### config.mk
export PLATFORM = sky130hd
export DESIGN_NAME = bp_be_prefetch_scheduler_flat
export DESIGN_NICKNAME = d
export VERILOG_FILES = /design/src/rtl/bp_be_prefetch_scheduler_pkg.sv /design/src/rtl/bp_be_prefetch_scheduler_if.sv /design/src/rtl/bsg_arb_round_robin.sv /design/src/rtl/bp_be_prefetch_scheduler.sv /design/src/flat_wrapper.sv
export SDC_FILE = /design/constraint.sdc
export NUM_CORES = 1
export LEC_CHECK = 0
export BUFFER_PORTS_ARGS = -buffer_cell sky130_fd_sc_hd__buf_2
export CORE_AREA = 2 2 156 158
export CTS_CLUSTER_DIAMETER = 30
export CTS_CLUSTER_SIZE = 16
export DETAILED_ROUTE_END_ITERATION = 7
export DIE_AREA = 0 0 158 160
export GPL_TIMING_DRIVEN = 0
export MAX_ROUTING_LAYER = met4
export SLEW_MARGIN = 20
export SYNTH_ARGS = -nofsm -noshare
export SYNTH_HDL_FRONTEND = slang
export SYNTH_SLANG_ARGS = --single-unit
### constraint.sdc
create_clock -name clk_i -period 7.4 [get_ports clk_i]
set_input_delay 1.48 -clock clk_i [delete_from_list [all_inputs] [get_ports clk_i]]
set_output_delay 1.48 -clock clk_i [all_outputs]
set_load 0.01 [all_outputs]
### src/rtl/bp_be_prefetch_scheduler_pkg.sv
// Shared types for the backend prefetch scheduler: processor configuration,
// output-buffer FSM states and the dispatch packet width.
package bp_be_prefetch_scheduler_pkg;

  typedef enum logic [0:0] {
    e_bp_default_cfg,
    e_bp_sv48_cfg
  } bp_params_e;

  typedef enum logic [0:0] {
    e_pf_empty,
    e_pf_hold
  } pf_state_e;

  localparam int dispatch_pkt_width_gp = 64;

  function automatic int bp_vaddr_width(input bp_params_e cfg);
    return (cfg == e_bp_sv48_cfg) ? 48 : 39;
  endfunction

endpackage

### src/rtl/bp_be_prefetch_scheduler_if.sv
// Trigger, generator and dispatch signalling between the prefetch scheduler
// and its environment; slave is the scheduler side.
interface bp_be_prefetch_scheduler_if
  import bp_be_prefetch_scheduler_pkg::*;
  #(parameter int num_gen_p      = 2,
    parameter int vaddr_width_p  = 39,
    parameter int stride_width_p = 8,
    parameter int loop_range_p   = 8,
    parameter int pkt_width_p    = dispatch_pkt_width_gp)
  ();

  logic                           trig_v_i;
  logic                           trig_ready_and_o;
  logic [vaddr_width_p-1:0]       trig_pc_i;
  logic [vaddr_width_p-1:0]       trig_eff_addr_i;
  logic [stride_width_p-1:0]      trig_stride_i;
  logic [loop_range_p-1:0]        trig_loop_i;

  logic [num_gen_p-1:0]           gen_v_o;
  logic [num_gen_p-1:0]           gen_ready_and_i;
  logic [vaddr_width_p-1:0]       gen_pc_o;
  logic [vaddr_width_p-1:0]       gen_eff_addr_o;
  logic [stride_width_p-1:0]      gen_stride_o;
  logic [loop_range_p-1:0]        gen_loop_o;

  logic [num_gen_p-1:0]           gen_pkt_v_i;
  logic [num_gen_p-1:0]           gen_yumi_o;
  logic [num_gen_p*pkt_width_p-1:0] gen_pkt_i;

  logic                           issue_bubble_i;
  logic                           flush_i;

  logic                           pf_v_o;
  logic                           pf_yumi_i;
  logic [pkt_width_p-1:0]         pf_pkt_o;

  modport slave (
    input  trig_v_i, trig_pc_i, trig_eff_addr_i, trig_stride_i, trig_loop_i,
    output trig_ready_and_o,
    output gen_v_o, gen_pc_o, gen_eff_addr_o, gen_stride_o, gen_loop_o,
    input  gen_ready_and_i,
    input  gen_pkt_v_i, gen_pkt_i,
    output gen_yumi_o,
    input  issue_bubble_i, flush_i,
    output pf_v_o, pf_pkt_o,
    input  pf_yumi_i
  );

  modport master (
    output trig_v_i, trig_pc_i, trig_eff_addr_i, trig_stride_i, trig_loop_i,
    input  trig_ready_and_o,
    input  gen_v_o, gen_pc_o, gen_eff_addr_o, gen_stride_o, gen_loop_o,
    output gen_ready_and_i,
    output gen_pkt_v_i, gen_pkt_i,
    input  gen_yumi_o,
    output issue_bubble_i, flush_i,
    input  pf_v_o, pf_pkt_o,
    output pf_yumi_i
  );

endinterface

### src/rtl/bsg_arb_round_robin.sv
// Round-robin arbiter: the requester after the last accepted grant has
// highest priority; the pointer only moves when the grant is consumed.
module bsg_arb_round_robin #(
  parameter int width_p = 2
) (
  input  logic               clk_i,
  input  logic               reset_n_i,
  input  logic [width_p-1:0] reqs_i,
  output logic [width_p-1:0] grants_o,
  input  logic               yumi_i
);

  localparam int ptr_w_lp = (width_p > 1) ? $clog2(width_p) : 1;

  logic [ptr_w_lp-1:0] ptr_q, ptr_d, grant_idx;
  logic                found;

  // First pass covers indices at or above the pointer, second pass wraps around.
  always_comb begin
    grants_o  = '0;
    grant_idx = '0;
    found     = 1'b0;
    for (int i = 0; i < width_p; i++) begin
      if (!found && reqs_i[i] && (i >= int'(ptr_q))) begin
        found       = 1'b1;
        grants_o[i] = 1'b1;
        grant_idx   = ptr_w_lp'(i);
      end
    end
    for (int i = 0; i < width_p; i++) begin
      if (!found && reqs_i[i]) begin
        found       = 1'b1;
        grants_o[i] = 1'b1;
        grant_idx   = ptr_w_lp'(i);
      end
    end
  end

  always_comb begin
    ptr_d = ptr_q;
    if (yumi_i && found) begin
      ptr_d = (int'(grant_idx) == width_p - 1) ? '0 : grant_idx + ptr_w_lp'(1);
    end
  end

  always_ff @(posedge clk_i or negedge reset_n_i) begin
    if (!reset_n_i) ptr_q <= '0;
    else            ptr_q <= ptr_d;
  end

endmodule

### src/rtl/bp_be_prefetch_scheduler.sv
// Routes striding-load triggers to free prefetch generators (filtering repeats
// by PC) and funnels generator packets through a one-entry bubble-waiting buffer.
module bp_be_prefetch_scheduler
  import bp_be_prefetch_scheduler_pkg::*;
  #(parameter bp_params_e bp_params_p = e_bp_default_cfg,
    parameter int num_gen_p      = 2,
    parameter int loop_range_p   = 8,
    parameter int stride_width_p = 8,
    parameter int starve_limit_p = 16)
  (
    input logic                        clk_i,
    input logic                        reset_n_i,
    bp_be_prefetch_scheduler_if.slave  io
  );

  localparam int vaddr_width_p = bp_vaddr_width(bp_params_p);
  localparam int pkt_w_lp      = dispatch_pkt_width_gp;
  localparam int starve_w_lp   = $clog2(starve_limit_p + 1);

  logic [num_gen_p-1:0]      free, tag_hit, alloc, gen_v, grant;
  logic [num_gen_p-1:0]      tag_v_q;
  logic [vaddr_width_p-1:0]  tag_q [num_gen_p];
  logic                      dup;

  pf_state_e                 state_q;
  logic [starve_w_lp-1:0]    starve_q;
  logic [pkt_w_lp-1:0]       buf_q, cap_pkt;
  logic                      capture, starved, pf_v;

  logic [stride_width_p-1:0] stride_bcast;
  logic [loop_range_p-1:0]   loop_bcast;

  assign free = io.gen_ready_and_i;

  always_comb begin
    tag_hit = '0;
    for (int i = 0; i < num_gen_p; i++) begin
      tag_hit[i] = tag_v_q[i] && (tag_q[i] == io.trig_pc_i);
    end
  end

  assign dup   = |tag_hit;
  assign alloc = free & (~free + num_gen_p'(1));
  assign gen_v = (reset_n_i && io.trig_v_i && !io.flush_i && !dup) ? alloc : '0;

  assign io.trig_ready_and_o = reset_n_i && !io.flush_i && (dup || (|free));
  assign io.gen_v_o          = gen_v;

  // Every generator sees the same payload; only gen_v_o selects the target.
  assign stride_bcast       = io.trig_stride_i;
  assign loop_bcast         = io.trig_loop_i;
  assign io.gen_pc_o        = io.trig_pc_i;
  assign io.gen_eff_addr_o  = io.trig_eff_addr_i;
  assign io.gen_stride_o    = stride_bcast;
  assign io.gen_loop_o      = loop_bcast;

  // A slot's tag stays live while its generator is busy with that trigger.
  always_ff @(posedge clk_i or negedge reset_n_i) begin
    if (!reset_n_i)      tag_v_q <= '0;
    else if (io.flush_i) tag_v_q <= '0;
    else                 tag_v_q <= gen_v | (tag_v_q & ~free);
  end

  always_ff @(posedge clk_i) begin
    for (int i = 0; i < num_gen_p; i++) begin
      if (gen_v[i]) tag_q[i] <= io.trig_pc_i;
    end
  end

  bsg_arb_round_robin #(
    .width_p(num_gen_p)
  ) rr_arb (
    .clk_i    (clk_i),
    .reset_n_i(reset_n_i),
    .reqs_i   (io.gen_pkt_v_i),
    .grants_o (grant),
    .yumi_i   (capture)
  );

  assign capture       = reset_n_i && (state_q == e_pf_empty) && !io.flush_i && (|io.gen_pkt_v_i);
  assign io.gen_yumi_o = capture ? grant : '0;

  always_comb begin
    cap_pkt = '0;
    for (int i = 0; i < num_gen_p; i++) begin
      if (grant[i]) cap_pkt = io.gen_pkt_i[i*pkt_w_lp +: pkt_w_lp];
    end
  end

  always_ff @(posedge clk_i) begin
    if (capture) buf_q <= cap_pkt;
  end

  assign starved = (starve_q == starve_w_lp'(starve_limit_p));
  assign pf_v    = reset_n_i && (state_q == e_pf_hold) && (io.issue_bubble_i || starved);

  assign io.pf_v_o   = pf_v;
  assign io.pf_pkt_o = buf_q;

  // Flush wins over everything, including a dispatch handshake in the same cycle.
  always_ff @(posedge clk_i or negedge reset_n_i) begin
    if (!reset_n_i) begin
      state_q  <= e_pf_empty;
      starve_q <= '0;
    end else if (io.flush_i) begin
      state_q  <= e_pf_empty;
      starve_q <= '0;
    end else begin
      case (state_q)
        e_pf_empty: begin
          starve_q <= '0;
          if (capture) state_q <= e_pf_hold;
        end
        e_pf_hold: begin
          if (io.pf_yumi_i) begin
            state_q  <= e_pf_empty;
            starve_q <= '0;
          end else if (!starved) begin
            starve_q <= starve_q + starve_w_lp'(1);
          end
        end
        default: begin
          state_q  <= e_pf_empty;
          starve_q <= '0;
        end
      endcase
    end
  end

`ifndef SYNTHESIS
  pf_yumi_legal: assert property (@(posedge clk_i) disable iff (!reset_n_i) io.pf_yumi_i |-> pf_v);
`endif

endmodule
### src/flat_wrapper.sv
// flat-port wrapper written by rule: the top's interface ports become plain ports
module bp_be_prefetch_scheduler_flat import bp_be_prefetch_scheduler_pkg::*;
#(parameter bp_params_e bp_params_p = e_bp_default_cfg,
    parameter int num_gen_p      = 2,
    parameter int loop_range_p   = 8,
    parameter int stride_width_p = 8,
    parameter int starve_limit_p = 16)
  (clk_i, reset_n_i, io_trig_v_i, io_trig_pc_i, io_trig_eff_addr_i, io_trig_stride_i, io_trig_loop_i, io_trig_ready_and_o, io_gen_v_o, io_gen_pc_o, io_gen_eff_addr_o, io_gen_stride_o, io_gen_loop_o, io_gen_ready_and_i, io_gen_pkt_v_i, io_gen_pkt_i, io_gen_yumi_o, io_issue_bubble_i, io_flush_i, io_pf_v_o, io_pf_pkt_o, io_pf_yumi_i);
  bp_be_prefetch_scheduler_if #(.num_gen_p(num_gen_p), .stride_width_p(stride_width_p), .loop_range_p(loop_range_p)) io_i ();
  input logic clk_i;
  input logic reset_n_i;
  input wire logic [$bits(io_i.trig_v_i)-1:0] io_trig_v_i;
  input wire logic [$bits(io_i.trig_pc_i)-1:0] io_trig_pc_i;
  input wire logic [$bits(io_i.trig_eff_addr_i)-1:0] io_trig_eff_addr_i;
  input wire logic [$bits(io_i.trig_stride_i)-1:0] io_trig_stride_i;
  input wire logic [$bits(io_i.trig_loop_i)-1:0] io_trig_loop_i;
  output wire logic [$bits(io_i.trig_ready_and_o)-1:0] io_trig_ready_and_o;
  output wire logic [$bits(io_i.gen_v_o)-1:0] io_gen_v_o;
  output wire logic [$bits(io_i.gen_pc_o)-1:0] io_gen_pc_o;
  output wire logic [$bits(io_i.gen_eff_addr_o)-1:0] io_gen_eff_addr_o;
  output wire logic [$bits(io_i.gen_stride_o)-1:0] io_gen_stride_o;
  output wire logic [$bits(io_i.gen_loop_o)-1:0] io_gen_loop_o;
  input wire logic [$bits(io_i.gen_ready_and_i)-1:0] io_gen_ready_and_i;
  input wire logic [$bits(io_i.gen_pkt_v_i)-1:0] io_gen_pkt_v_i;
  input wire logic [$bits(io_i.gen_pkt_i)-1:0] io_gen_pkt_i;
  output wire logic [$bits(io_i.gen_yumi_o)-1:0] io_gen_yumi_o;
  input wire logic [$bits(io_i.issue_bubble_i)-1:0] io_issue_bubble_i;
  input wire logic [$bits(io_i.flush_i)-1:0] io_flush_i;
  output wire logic [$bits(io_i.pf_v_o)-1:0] io_pf_v_o;
  output wire logic [$bits(io_i.pf_pkt_o)-1:0] io_pf_pkt_o;
  input wire logic [$bits(io_i.pf_yumi_i)-1:0] io_pf_yumi_i;
  assign io_i.trig_v_i = io_trig_v_i;
  assign io_i.trig_pc_i = io_trig_pc_i;
  assign io_i.trig_eff_addr_i = io_trig_eff_addr_i;
  assign io_i.trig_stride_i = io_trig_stride_i;
  assign io_i.trig_loop_i = io_trig_loop_i;
  assign io_trig_ready_and_o = io_i.trig_ready_and_o;
  assign io_gen_v_o = io_i.gen_v_o;
  assign io_gen_pc_o = io_i.gen_pc_o;
  assign io_gen_eff_addr_o = io_i.gen_eff_addr_o;
  assign io_gen_stride_o = io_i.gen_stride_o;
  assign io_gen_loop_o = io_i.gen_loop_o;
  assign io_i.gen_ready_and_i = io_gen_ready_and_i;
  assign io_i.gen_pkt_v_i = io_gen_pkt_v_i;
  assign io_i.gen_pkt_i = io_gen_pkt_i;
  assign io_gen_yumi_o = io_i.gen_yumi_o;
  assign io_i.issue_bubble_i = io_issue_bubble_i;
  assign io_i.flush_i = io_flush_i;
  assign io_pf_v_o = io_i.pf_v_o;
  assign io_pf_pkt_o = io_i.pf_pkt_o;
  assign io_i.pf_yumi_i = io_pf_yumi_i;
  bp_be_prefetch_scheduler #(.bp_params_p(bp_params_p), .num_gen_p(num_gen_p), .loop_range_p(loop_range_p), .stride_width_p(stride_width_p), .starve_limit_p(starve_limit_p)) u_core (.clk_i(clk_i), .reset_n_i(reset_n_i), .io(io_i));
endmodule
* After elaboration in Yosys (flattened, before gate mapping) *
Memory sizes are Yosys's and may differ from the RTL's.
Cells that the tools add are included.
W data, S select, Z words.

word-level totals
  flip-flop bits (word level) = 73
  bits in writable memories = 78
  output and inout port bits = 164
  word-level logic and storage cells = 77
  memories kept = 1

memory list
  name          words  bits a word  rd ports  clocked after Yosys merged registers in  wr ports  RTL line                        RTL
  u_core.tag_q  2      39           2         0                                        1         bp_be_prefetch_scheduler.sv:22  logic [vaddr_width_p-1:0] tag_q [num_gen_p];

operators by class
  add/sub/neg operators = 3
  magnitude comparators = 1
  equality and inequality tests = 4
  mux-type cells = 30
  bitwise logic cells = 5
  reductions and logical operators = 28

operators with widths
  operator               count
  $mux W64               2
  $eq A39 B39 Y1         2
  $mux W39               1
  $reduce_or A39 Y1      1
  $mux W1                19
  $logic_and A1 B1 Y1    17
  $mux W5                3
  $pmux W5 S2            1
  $mux W2                3
  $reduce_or A2 Y1       3
  $add A5 B1 Y5 const B  1
  $eq A5 B5 Y1 const B   1
  $logic_not A1 Y1       5
  $and A2 B2 Y2          2
  $ne A4 B4 Y1 const B   1
  $add A2 B1 Y2 const B  1
  $logic_or A1 B1 Y1     2
  $not A2 Y2             1
  $or A2 B2 Y2           1
  $pmux W1 S2            1
  $add A1 B1 Y1 const B  1
  $ge A1 B1 Y1 const A   1
  $not A1 Y1             1

* Longest topological paths before layout *
Gate-level depths: netlist of the first run.

  word-level depth = 14
  gate-level depth with buffers = 6
  gate-level depth less buffers = 6

* By module *
A second synthesis of the first run with hierarchy kept.

unflattened totals
  cell total of the unflattened synthesis = 476
  area total of the unflattened synthesis = 6,944.2 um^2

modules (own cells, without submodules)
  module                    instances  cells an instance  area an instance (um^2)  seq. area each (um^2)
  bp_be_prefetch_scheduler  1          470                6,889.1                  4,464.3
  bsg_arb_round_robin       1          6                  55.1                     25.0

* Worst setup path after synthesis of the first run *
No wires, ideal clock.

  kind = in2out
  from = in io_trig_pc_i[32]
  to = out io_gen_v_o[1]
  arrival = 3.836 ns
  required time = 5.920 ns
  setup slack = 2.084 ns
  stages on the path = 6
  path buffers = 0
  cells stage by stage = xor2_1 nor4_1 nand4_1 nor2_1 a32o_2 nor2_1

on the way
  word-level cells in the longest chain between the ends = 6
  elaborated cells between the ends (all ways) = 8

RTL lines
  what                   RTL line                        RTL
  start: declaration     flat_wrapper.sv:13              input wire logic [$bits(io_i.trig_pc_i)-1:0] io_trig_pc_i;
  $eq A39 B39 Y1         bp_be_prefetch_scheduler.sv:38  tag_hit[i] = tag_v_q[i] && (tag_q[i] == io.trig_pc_i);
  $logic_and A1 B1 Y1    bp_be_prefetch_scheduler.sv:38
  $reduce_or A2 Y1 *     bp_be_prefetch_scheduler.sv:42  assign dup = |tag_hit;
  $logic_not A1 Y1 *     bp_be_prefetch_scheduler.sv:44  assign gen_v = (reset_n_i && io.trig_v_i && !io.flush_i && !dup) ? alloc : '0;
  $logic_and A1 B1 Y1 *  bp_be_prefetch_scheduler.sv:44
  $mux W2 *              bp_be_prefetch_scheduler.sv:44
  end: declaration       flat_wrapper.sv:18              output wire logic [$bits(io_i.gen_v_o)-1:0] io_gen_v_o;

Mark *: on every way between the ends. The rest lies on a longest branch, timed or not.

* Worst setup path after layout of the first run *
  from = in reset_n_i
  to = out io_gen_yumi_o[0]

on the way
  word-level cells in the longest chain between the ends = 4

RTL lines
  what                              RTL line                        RTL
  start: declaration                flat_wrapper.sv:11              input logic reset_n_i;
  $logic_and A1 B1 Y1 (3 in a row)  bp_be_prefetch_scheduler.sv:80  assign capture = reset_n_i && (state_q == e_pf_empty) && !io.flush_i && (|io.gen_pkt_v_i);
  net u_core.capture                bp_be_prefetch_scheduler.sv:28  logic capture, starved, pf_v;
  $mux W2                           bp_be_prefetch_scheduler.sv:81  assign io.gen_yumi_o = capture ? grant : '0;
  end: declaration                  flat_wrapper.sv:26              output wire logic [$bits(io_i.gen_yumi_o)-1:0] io_gen_yumi_o;

The timed path passes the listed nets, and every way through them passes these cells.

==> impl_metrics.yaml, run 1 <==
grt:
  grtUsageTotal_pct: 16.8
  antenna_found_initial: 2
  grt_pass1_vias: 4873
  grt_max_degree: 51
  grt_overflow: 0
  grt_pass1_wl_um: 29600
yosys:
  ys_warn_count: 0
  yosys.area_share.simple_pct: 3.93
  synth_ff_type: "edfxtp_1"
  syn-num-nets: 708
  synth_compound_area_share_pct: 9.25
  synthArstFlopShare_pct: 5.96
  yosys.area_share.xor_xnor_pct: 10.1
  synthCells: 474
  synthesis.area_sq_um: 6940
  syn_avg_cell_area_sq_um: 14.6
  synth_top_family_by_area: "buffers and inverters"
  synth_cell_type_count: 29
  synth-seq-area-share_pct: 64.7
  synth-edff-count: 142
  synthAdderAreaFrac_pct: 0.361
  ys_seq_elements: 151
  synth.mux.area_fraction_pct: 0.144
timing:
  fin_crit_sh_pct: 66.6
  setup_viol: 0
  slew-limit-headroom_pct: 53.2
  grt_setup_unrepaired: "no"
  fin_crit_ps: 4930
  tightest_slew_ps: 695
  slew_violations: 0
  finClkSkew_ps: 13.3
  fin_setup_tns_ps: 0
  finalHoldViolations: 0
  fin_ws_ps: 2470
  clock.fmax_mhz: 203
setup_path:
  reg2reg_to: "u_core.tag_q[0][76]"
  path_class: "in2out"
  critPathMaxFanout: 50
  startpoint_type: "input pin"
  ff2ff_setup_slack_ps: 5140
  r2r_cells: 7
  critical_path_arrival_ps: 3450
  cp.required_ps: 5920
  cp-end-kind: "output port"
  r2r_start: "u_core.tag_q[0][45]"
floorplanning:
  row_count: 57
  io_pins: 396
  die_y_um: 160
  die_w_um: 158
  coreArea_sq_um: 23800
  die_area_sq_um: 25300
  initial_core_util_pct: 29.1
detailed_routing:
  routed_wl_um: 21000
  post_drt_via_cell_ratio: 4.25
  drc_errors: 0
  drt_iter0_markers: 283
  routedWlPerCell_um: 17.8
  detail_route.first_pass.iterations: 6
  drtAntennaViolNets: 0
  vias: 4989
cells_and_area:
  fin_nets: 1070
  final_cell_count_no_fill: 1175
  syn_to_final_growth_pct: 40.3
  drive_gt1_share_pct: 57.1
  postLayoutCellArea_sq_um: 9740
clocking:
  postCtsSetupRepairBufs: 0
  ctsResizeCount: 0
  clock-sinks: 151
  numCtsBuffers: 17
  cts_tree: "yes"
  cts-root-buf: "clkbuf_16"
  clock_latency_ps: 420
  clk_pin_slew_worst_paths_ps: 60
  hold_buffers: 0
  h-tree-depth: 4
  clk_path_buf_depth: 2
status:
  status: "completed"
power_and_ir_drop:
  power-per-cell-area_nw_per_um2: 222
  p_leak_nw: 4.24
  p_total_mw: 2.16
  vdd.ir_drop.worst_mv: 0.124
placed_design:
  numPlacedInstances: 1141
  gp_congestion: 0.799
  portBuffers: 340
  place_ws_ps: 2380
  place_hpwl_um: 17100
  dpl_cell_area_sq_um: 9150
worst_hold_path:
  hold_depth: 2
  min_to: "u_core.tag_v_q[0]"
  hold_path.class: "reg2reg"
  hp-start: "u_core.tag_v_q[0]"
flow_run:
  cap_violations: 0
## cell usage after synthesis (3+ instances only)
cell type	count	area (sq um)
a21oi_1	3	15.0
a22o_1	64	561
buf_2	12	60.1
buf_4	94	706
clkbuf_1	3	11.3
dfrtp_1	9	225
edfxtp_1	142	4260
inv_1	6	22.5
nand2_1	4	15.0
nand3_1	3	15.0
nand4_1	13	81.3
nor2_1	10	37.5
nor4_1	10	62.6
o21ai_0	3	15.0
xnor2_1	43	377
xor2_1	37	324
## layout by cell type, fill, tap and decap left out, drive strengths merged, types with 3 or more instances in the layout
cell,n
edfxtp,142
nand3,3
a21oi,3
buf,449
xor2,37
inv,15
xnor2,43
nor4,10
a22o,64
nand2,4
nand4,13
clkbuf,21
o21ai,3
dfrtp,9
nor2,10
## cell type report
| class | count | area [sq um] |
|---|---|---|
| Antenna cell | 2 | 5.00 |
| Buffer | 109 | 777 |
| Clock inverter | 14 | 158 |
| Tap cell | 324 | 405 |
| Clock buffer | 18 | 429 |
| Fill cell | 2320 | 14100 |
| Multi-Input combinational cell | 208 | 1670 |
| Sequential cell | 151 | 4490 |
| Inverter | 6 | 25.0 |
| Timing Repair Buffer | 343 | 1780 |
## worst max-delay path: stages
cell     delay, ps
buf_2          270
nor2b_1        290
nor2b_1        210
o21ai_0        280
inv_4          300
buf_16         280
and2_1         160
buf_2          140
## worst max-delay path by stage
stage	from	to	depth (start not counted)
after global placement	io_trig_pc_i[23]	io_gen_v_o[1]	8
after detailed placement	reset_n_i	io_gen_yumi_o[0]	8
after floorplan	io_trig_pc_i[32]	io_gen_v_o[1]	6
final	reset_n_i	io_gen_yumi_o[0]	8
after CTS	reset_n_i	io_gen_yumi_o[0]	8
after global routing	reset_n_i	io_gen_yumi_o[0]	8
## through the flow
step	util (%)	hold WS (ps)
5_1_grt	40.9	529
6_report	40.9	502
3_5_place_dp	38.4	481
4_1_cts	40.9	499
3_3_place_gp	38.0	473
2_1_floorplan	-	449
## per-layer routing
metal,vias up,share of wire (%),wire length [um],GRT usage (%)
li1,2403,-,-,-
met2,229,51,10700,28.2
met5,-,0,0,-
met1,2337,40,8440,19.9
met4,0,1.8,367,4.46
met3,20,6.8,1440,4.42
## registers in the layout, summed over array words and instances (netlist names)
register,count
u_core.state_q,1
u_core.io.pf_pkt_o,64
u_core.starve_q,5
u_core.tag_q,78
u_core.tag_v_q,2
u_core.rr_arb.ptr_q,1
## cells by family (layout without fill, tap and decap cells)
logic type,after synthesis,after routing
adders and majority gates,2,2
buffers and inverters,115,490
other,0,2
AOI/OAI and AO/OA,76,76
and+or+nand+nor,49,49
xor gates and xnor gates,80,80
DFF,151,151
muxes,1,1
## power by group
group | internal (mW) | total [mW] | switching (mW)
registers | 0.976 | 0.987 | 0.0105
clock network | 0.481 | 0.872 | 0.391
logic | 0.150 | 0.300 | 0.150
Note: power is estimated with default switching activity, not from simulation.
==> run 2, diff against run 1 <==
CORE_AREA = 2 2 153 155   (was 2 2 156 158)
DIE_AREA = 0 0 155 157   (was 0 0 158 160)
clock period = 5 ns   (was 7.4 ns; I/O delays follow)
==> run 2 against run 1 <==
  * Final cell count decreased by 3.1%
  * Sequential share of layout area increased by 0.44 points
  * Flip-flop and latch count unchanged
  * Largest cell class unchanged
  * Critical path type unchanged
  * Power increased by 44%
==> impl_metrics.yaml, run 2 (synthesized netlist as in run 1, its figures left out) <==
floorplanning:
  die_y_um: 157
  row_count: 55
  die_area_sq_um: 24300
  die_w_um: 155
  initial_core_util_pct: 30.8
  io_pins: 396
  coreArea_sq_um: 22500
status:
  status: "completed"
clocking:
  hold_buffers: 0
  clock_latency_ps: 420
  h-tree-depth: 4
  cts_tree: "yes"
  clk_path_buf_depth: 2
  numCtsBuffers: 17
  clk_pin_slew_worst_paths_ps: 60
  postCtsSetupRepairBufs: 0
  ctsResizeCount: 0
  cts-root-buf: "clkbuf_16"
  clock-sinks: 151
timing:
  fin_crit_sh_pct: 79.1
  clock.fmax_mhz: 253
  grt_setup_unrepaired: "no"
  fin_crit_ps: 3960
  finalHoldViolations: 0
  tightest_slew_ps: 757
  slew-limit-headroom_pct: 49.4
  setup_viol: 0
  slew_violations: 0
  fin_setup_tns_ps: 0
  finClkSkew_ps: 7.01
grt:
  grtUsageTotal_pct: 16.1
  grt_pass1_wl_um: 28100
  grt_pass1_vias: 4675
  grt_overflow: 0
  antenna_found_initial: 6
  grt_max_degree: 53
placed_design:
  gp_congestion: 0.872
  place_hpwl_um: 15900
  portBuffers: 340
setup_path:
  startpoint_type: "input pin"
  cp-end-kind: "output port"
  critPathMaxFanout: 23
  path_class: "in2out"
  cp.required_ps: 4000
  r2r_cells: 7
  ff2ff_setup_slack_ps: 2700
  critical_path_arrival_ps: 2960
  r2r_start: "u_core.tag_q[0][43]"
  reg2reg_to: "u_core.tag_q[0][43]"
worst_hold_path:
  hold_path.class: "in2async"
detailed_routing:
  routed_wl_um: 19600
  post_drt_via_cell_ratio: 4.30
  drt_iter0_markers: 327
  vias: 4899
  drc_errors: 0
  detail_route.first_pass.iterations: 4
  drtAntennaViolNets: 0
  routedWlPerCell_um: 17.2
cells_and_area:
  drive_gt1_share_pct: 56.1
  syn_to_final_growth_pct: 39.0
  final_common_cell: "buf_2"
  multi_input_area_sq_um: 1670
  fin_util_pct: 42.9
  fin_nets: 1070
  top_register: "u_core.tag_q"
  seq_area_sq_um: 4490
  nFillCells: 2135
  largest_reg_flops: 78
  final_cell_mix: "352 x buf_2, 142 x edfxtp_1, 94 x buf_4"
power_and_ir_drop:
  vdd.ir_drop.worst_mv: 0.175
  power-per-cell-area_nw_per_um2: 323
  p_leak_nw: 4.21
flow_run:
  cap_violations: 0
==> run 2: worst max-delay path by stage <==
stage                     startpoint       endpoint  depth (start not counted)
global placement     io_trig_pc_i[4]  io_gen_v_o[1]                          8
global route         io_trig_pc_i[9]  io_gen_v_o[1]                          9
floorplan           io_trig_pc_i[32]  io_gen_v_o[1]                          6
finish               io_trig_pc_i[9]  io_gen_v_o[1]                          9
CTS                  io_trig_pc_i[9]  io_gen_v_o[1]                          9
detailed placement   io_trig_pc_i[4]  io_gen_v_o[1]                          9
==> run 2: through the flow <==
stage                     hold WS (ps)  setup WS [ps]  power (mW)  cell area [sq um]  cells
after floorplan                    449            644        1.72               6940    474
after global placement             487          -1000        1.93               9000   1099
after detailed placement           497            972        1.94               9090   1102
after CTS                          424            968        3.15               9630   1133
after global routing               428            850        3.23               9650   1139
final                              440           1040        3.12               9650   1139
==> run 2: layout make-up <==
class | count | share of cell area, %
Inverter | 6 | 0.259
Multi-Input combinational cell | 208 | 17.3
Tap cell | 285 | 3.70
Clock buffer | 18 | 4.45
Sequential cell | 151 | 46.5
Timing Repair Buffer | 343 | 18.4
Clock inverter | 13 | 1.17
Antenna cell | 6 | 0.156
Buffer | 109 | 8.05
==> run 2: critical path: stages <==
cell	delay, ps
buf_2	160
xor2_1	190
nor4_1	100
nand4_1	120
nor2_1	70
a32o_2	300
nor2_4	620
buf_16	240
buf_2	150
==> run 2: routing by layer <==
metal  up-vias  global-route usage, %  wire [um]
li1       2406                      -          -
met1      2266                   19.2       8010
met2       212                   26.6       9830
met3        15                   5.40       1590
met4         0                   3.88        184
met5         -                      -          0
==> run 2: power by group <==
group	internal, mW	switching [mW]
Sequential	1.45	0.0133
Clock	0.719	0.493
Combinational	0.222	0.222
==> run 3, diff against run 2 <==
CORE_AREA = 2 2 152 154   (was 2 2 153 155)
DIE_AREA = 0 0 154 156   (was 0 0 155 157)
clock period = 3.32 ns   (was 5 ns; I/O delays follow)
==> run 3 against run 2 <==
  * Register-to-register slack got worse by 1700 ps
  * Die area fell by 1.3%
  * Critical path depth fell by 1
  * Clock power rose by 56%
  * Global-route usage rose by 0.51 points
  * Final cell count rose by 0.61%
  * Design area rose by 0.61%
  * Sequential share of layout area fell by 0.28 points
  * Sequential power rose by 51%
  * Clock-buffer cell count rose by 2
  * Core utilization rose by 0.53 points
  * Highest routed layer unchanged
==> impl_metrics.yaml, run 3 (synthesized netlist as in run 1, its figures left out) <==
setup_path:
  cpMaxStageDelayCell: "nor4_1"
  r2r_cells: 7
  r2r_start: "u_core.tag_q[0][48]"
  cp_top_family: "simple AND/OR/NAND/NOR gates"
  critPathMaxFanout: 18
  crit_top_cell: "buf_2"
  reg2reg_to: "u_core.tag_q[0][16]"
  cp-end-kind: "output port"
  crit_chain: "buf_2 > xnor2_1 > nand4_1 > nor4_1 > a32o_2 > nor2_4 > buf_16 > buf_2"
  ff2ff_setup_slack_ps: 1050
  path_class: "in2out"
  critical_path_arrival_ps: 2500
  path_buf_inv: 3
  critical_path_depth: 8
  slowest_delay_ps: 480
  startpoint_type: "input pin"
  cp.required_ps: 2660
cells_and_area:
  syn_to_final_growth_pct: 39.9
  largest_reg_flops: 78
  top_register: "u_core.tag_q"
  fin_util_pct: 43.4
  fin_nets: 1074
  drive_gt1_share_pct: 57.2
  final_cell_mix: "352 x buf_2, 142 x edfxtp_1, 96 x buf_4"
  final_common_cell: "buf_2"
  final_cell_count_no_fill: 1146
status:
  status: "completed"
clocking:
  clock-sinks: 151
  hold_buffers: 0
  clk_path_buf_depth: 2
  h-tree-depth: 4
  numCtsBuffers: 17
  clk_pin_slew_worst_paths_ps: 60
  clock_latency_ps: 430
  cts_tree: "yes"
  cts-root-buf: "clkbuf_16"
placed_design:
  place_hpwl_um: 15900
  portBuffers: 340
  numPlacedInstances: 1102
  gp_congestion: 0.834
  place_ws_ps: -235
timing:
  fin_ws_ps: 158
  slew_violations: 0
  fin_crit_sh_pct: 95.3
  clock.fmax_mhz: 316
  setup_viol: 0
  finalHoldViolations: 0
  grt_setup_unrepaired: "no"
  fin_crit_ps: 3160
  slew-limit-headroom_pct: 53.7
  finClkSkew_ps: 11.2
  fin_hold_ws_ps: 102
  tightest_slew_ps: 690
floorplanning:
  io_pins: 396
  initial_core_util_pct: 31.0
  row_count: 55
  coreArea_sq_um: 22400
  die_area_sq_um: 24000
  die_w_um: 154
  die_y_um: 156
power_and_ir_drop:
  combPwrFrac_pct: 14.1
  pwr-share-seq_pct: 46.2
  power-per-cell-area_nw_per_um2: 490
  vdd.ir_drop.worst_mv: 0.297
  intPower_mw: 3.64
  total_switching_power_mw: 1.12
  p_leak_nw: 4.23
  p_clk_share_pct: 39.7
  netSwitchingFraction_pct: 23.5
  p_total_mw: 4.76
grt:
  grt_pass1_wl_um: 28500
  antenna_found_initial: 8
  grt_max_degree: 37
  grt_overflow: 0
  grt_pass1_vias: 4781
  grtUsageTotal_pct: 16.6
detailed_routing:
  detail_route.first_pass.iterations: 4
  routedWlPerCell_um: 17.5
  drt_iter0_markers: 300
  drtAntennaViolNets: 0
  vias: 4990
  routed_wl_um: 20100
  drc_errors: 0
  post_drt_via_cell_ratio: 4.35
worst_hold_path:
  hold_path.class: "in2async"
flow_run:
  cap_violations: 0
-- run 3: cell count changes in the layout (fill, tap and decap cells not counted), sizes merged --
cell	delta
clkinvlp	+5
clkinv	-4
buf	+2
clkbuf	+2
diode	+2
inv	-1
nor2	+1
-- run 3: metal layers --
| layer | vias up | routed length, um | share of wire (%) | track usage (%) |
|---|---|---|---|---|
| met5 | - | 0 | 0 | - |
| met4 | 0 | 384 | 1.9 | 6.01 |
| met3 | 20 | 1640 | 8.2 | 5.78 |
| met2 | 224 | 10000 | 50 | 27.2 |
| met1 | 2320 | 8030 | 40 | 19.1 |
| li1 | 2426 | - | - | - |
-- run 3: power groups by stage --
stage	Sequential (mW)	Combinational, mW	Clock, mW
3_5_place_dp	2.24	0.674	0
5_1_grt	2.20	0.728	2.01
4_1_cts	2.20	0.681	1.93
6_report	2.20	0.671	1.89
2_1_floorplan	2.26	0.327	0
3_3_place_gp	2.24	0.664	0
-- run 3: worst max path at each step --
stage,start,end
2_1_floorplan,reset_n_i,io_gen_yumi_o[0]
3_3_place_gp,io_trig_pc_i[9],io_gen_v_o[0]
3_5_place_dp,reset_n_i,io_gen_yumi_o[0]
4_1_cts,u_core.tag_q[0][37],io_gen_v_o[1]
5_1_grt,io_trig_pc_i[13],io_gen_v_o[1]
6_report,io_trig_pc_i[19],io_gen_v_o[1]
-- run 3: what timing repair did --
item                                    4_1_cts  5_1_grt
gates resized for setup                       0        1
setup buffers                                 2        0
gates cloned                                  2        0
endpoints found under the setup margin        2        1
pin swaps                                     1        0
-- run 3: per-stage QoR --
stage	cell area (sq um)	TNS [ps]
after CTS	9690	0
final	9710	0
after global routing	9710	0
after detailed placement	9080	-264
after floorplan	6950	0
after global placement	9010	-29780
-- run 3: final cells by class --
class / count / area [sq um]
antenna: 8 / 20.0
tap: 285 / 357
sequential: 151 / 4490
clock inverter: 12 / 129
timing repair inverter: 1 / 5.00
clock buffer: 20 / 447
inverter: 6 / 26.3
fill: 2097 / 12700
buffer: 109 / 777
multi-input combinational: 209 / 1670
timing repair buffer: 345 / 1780
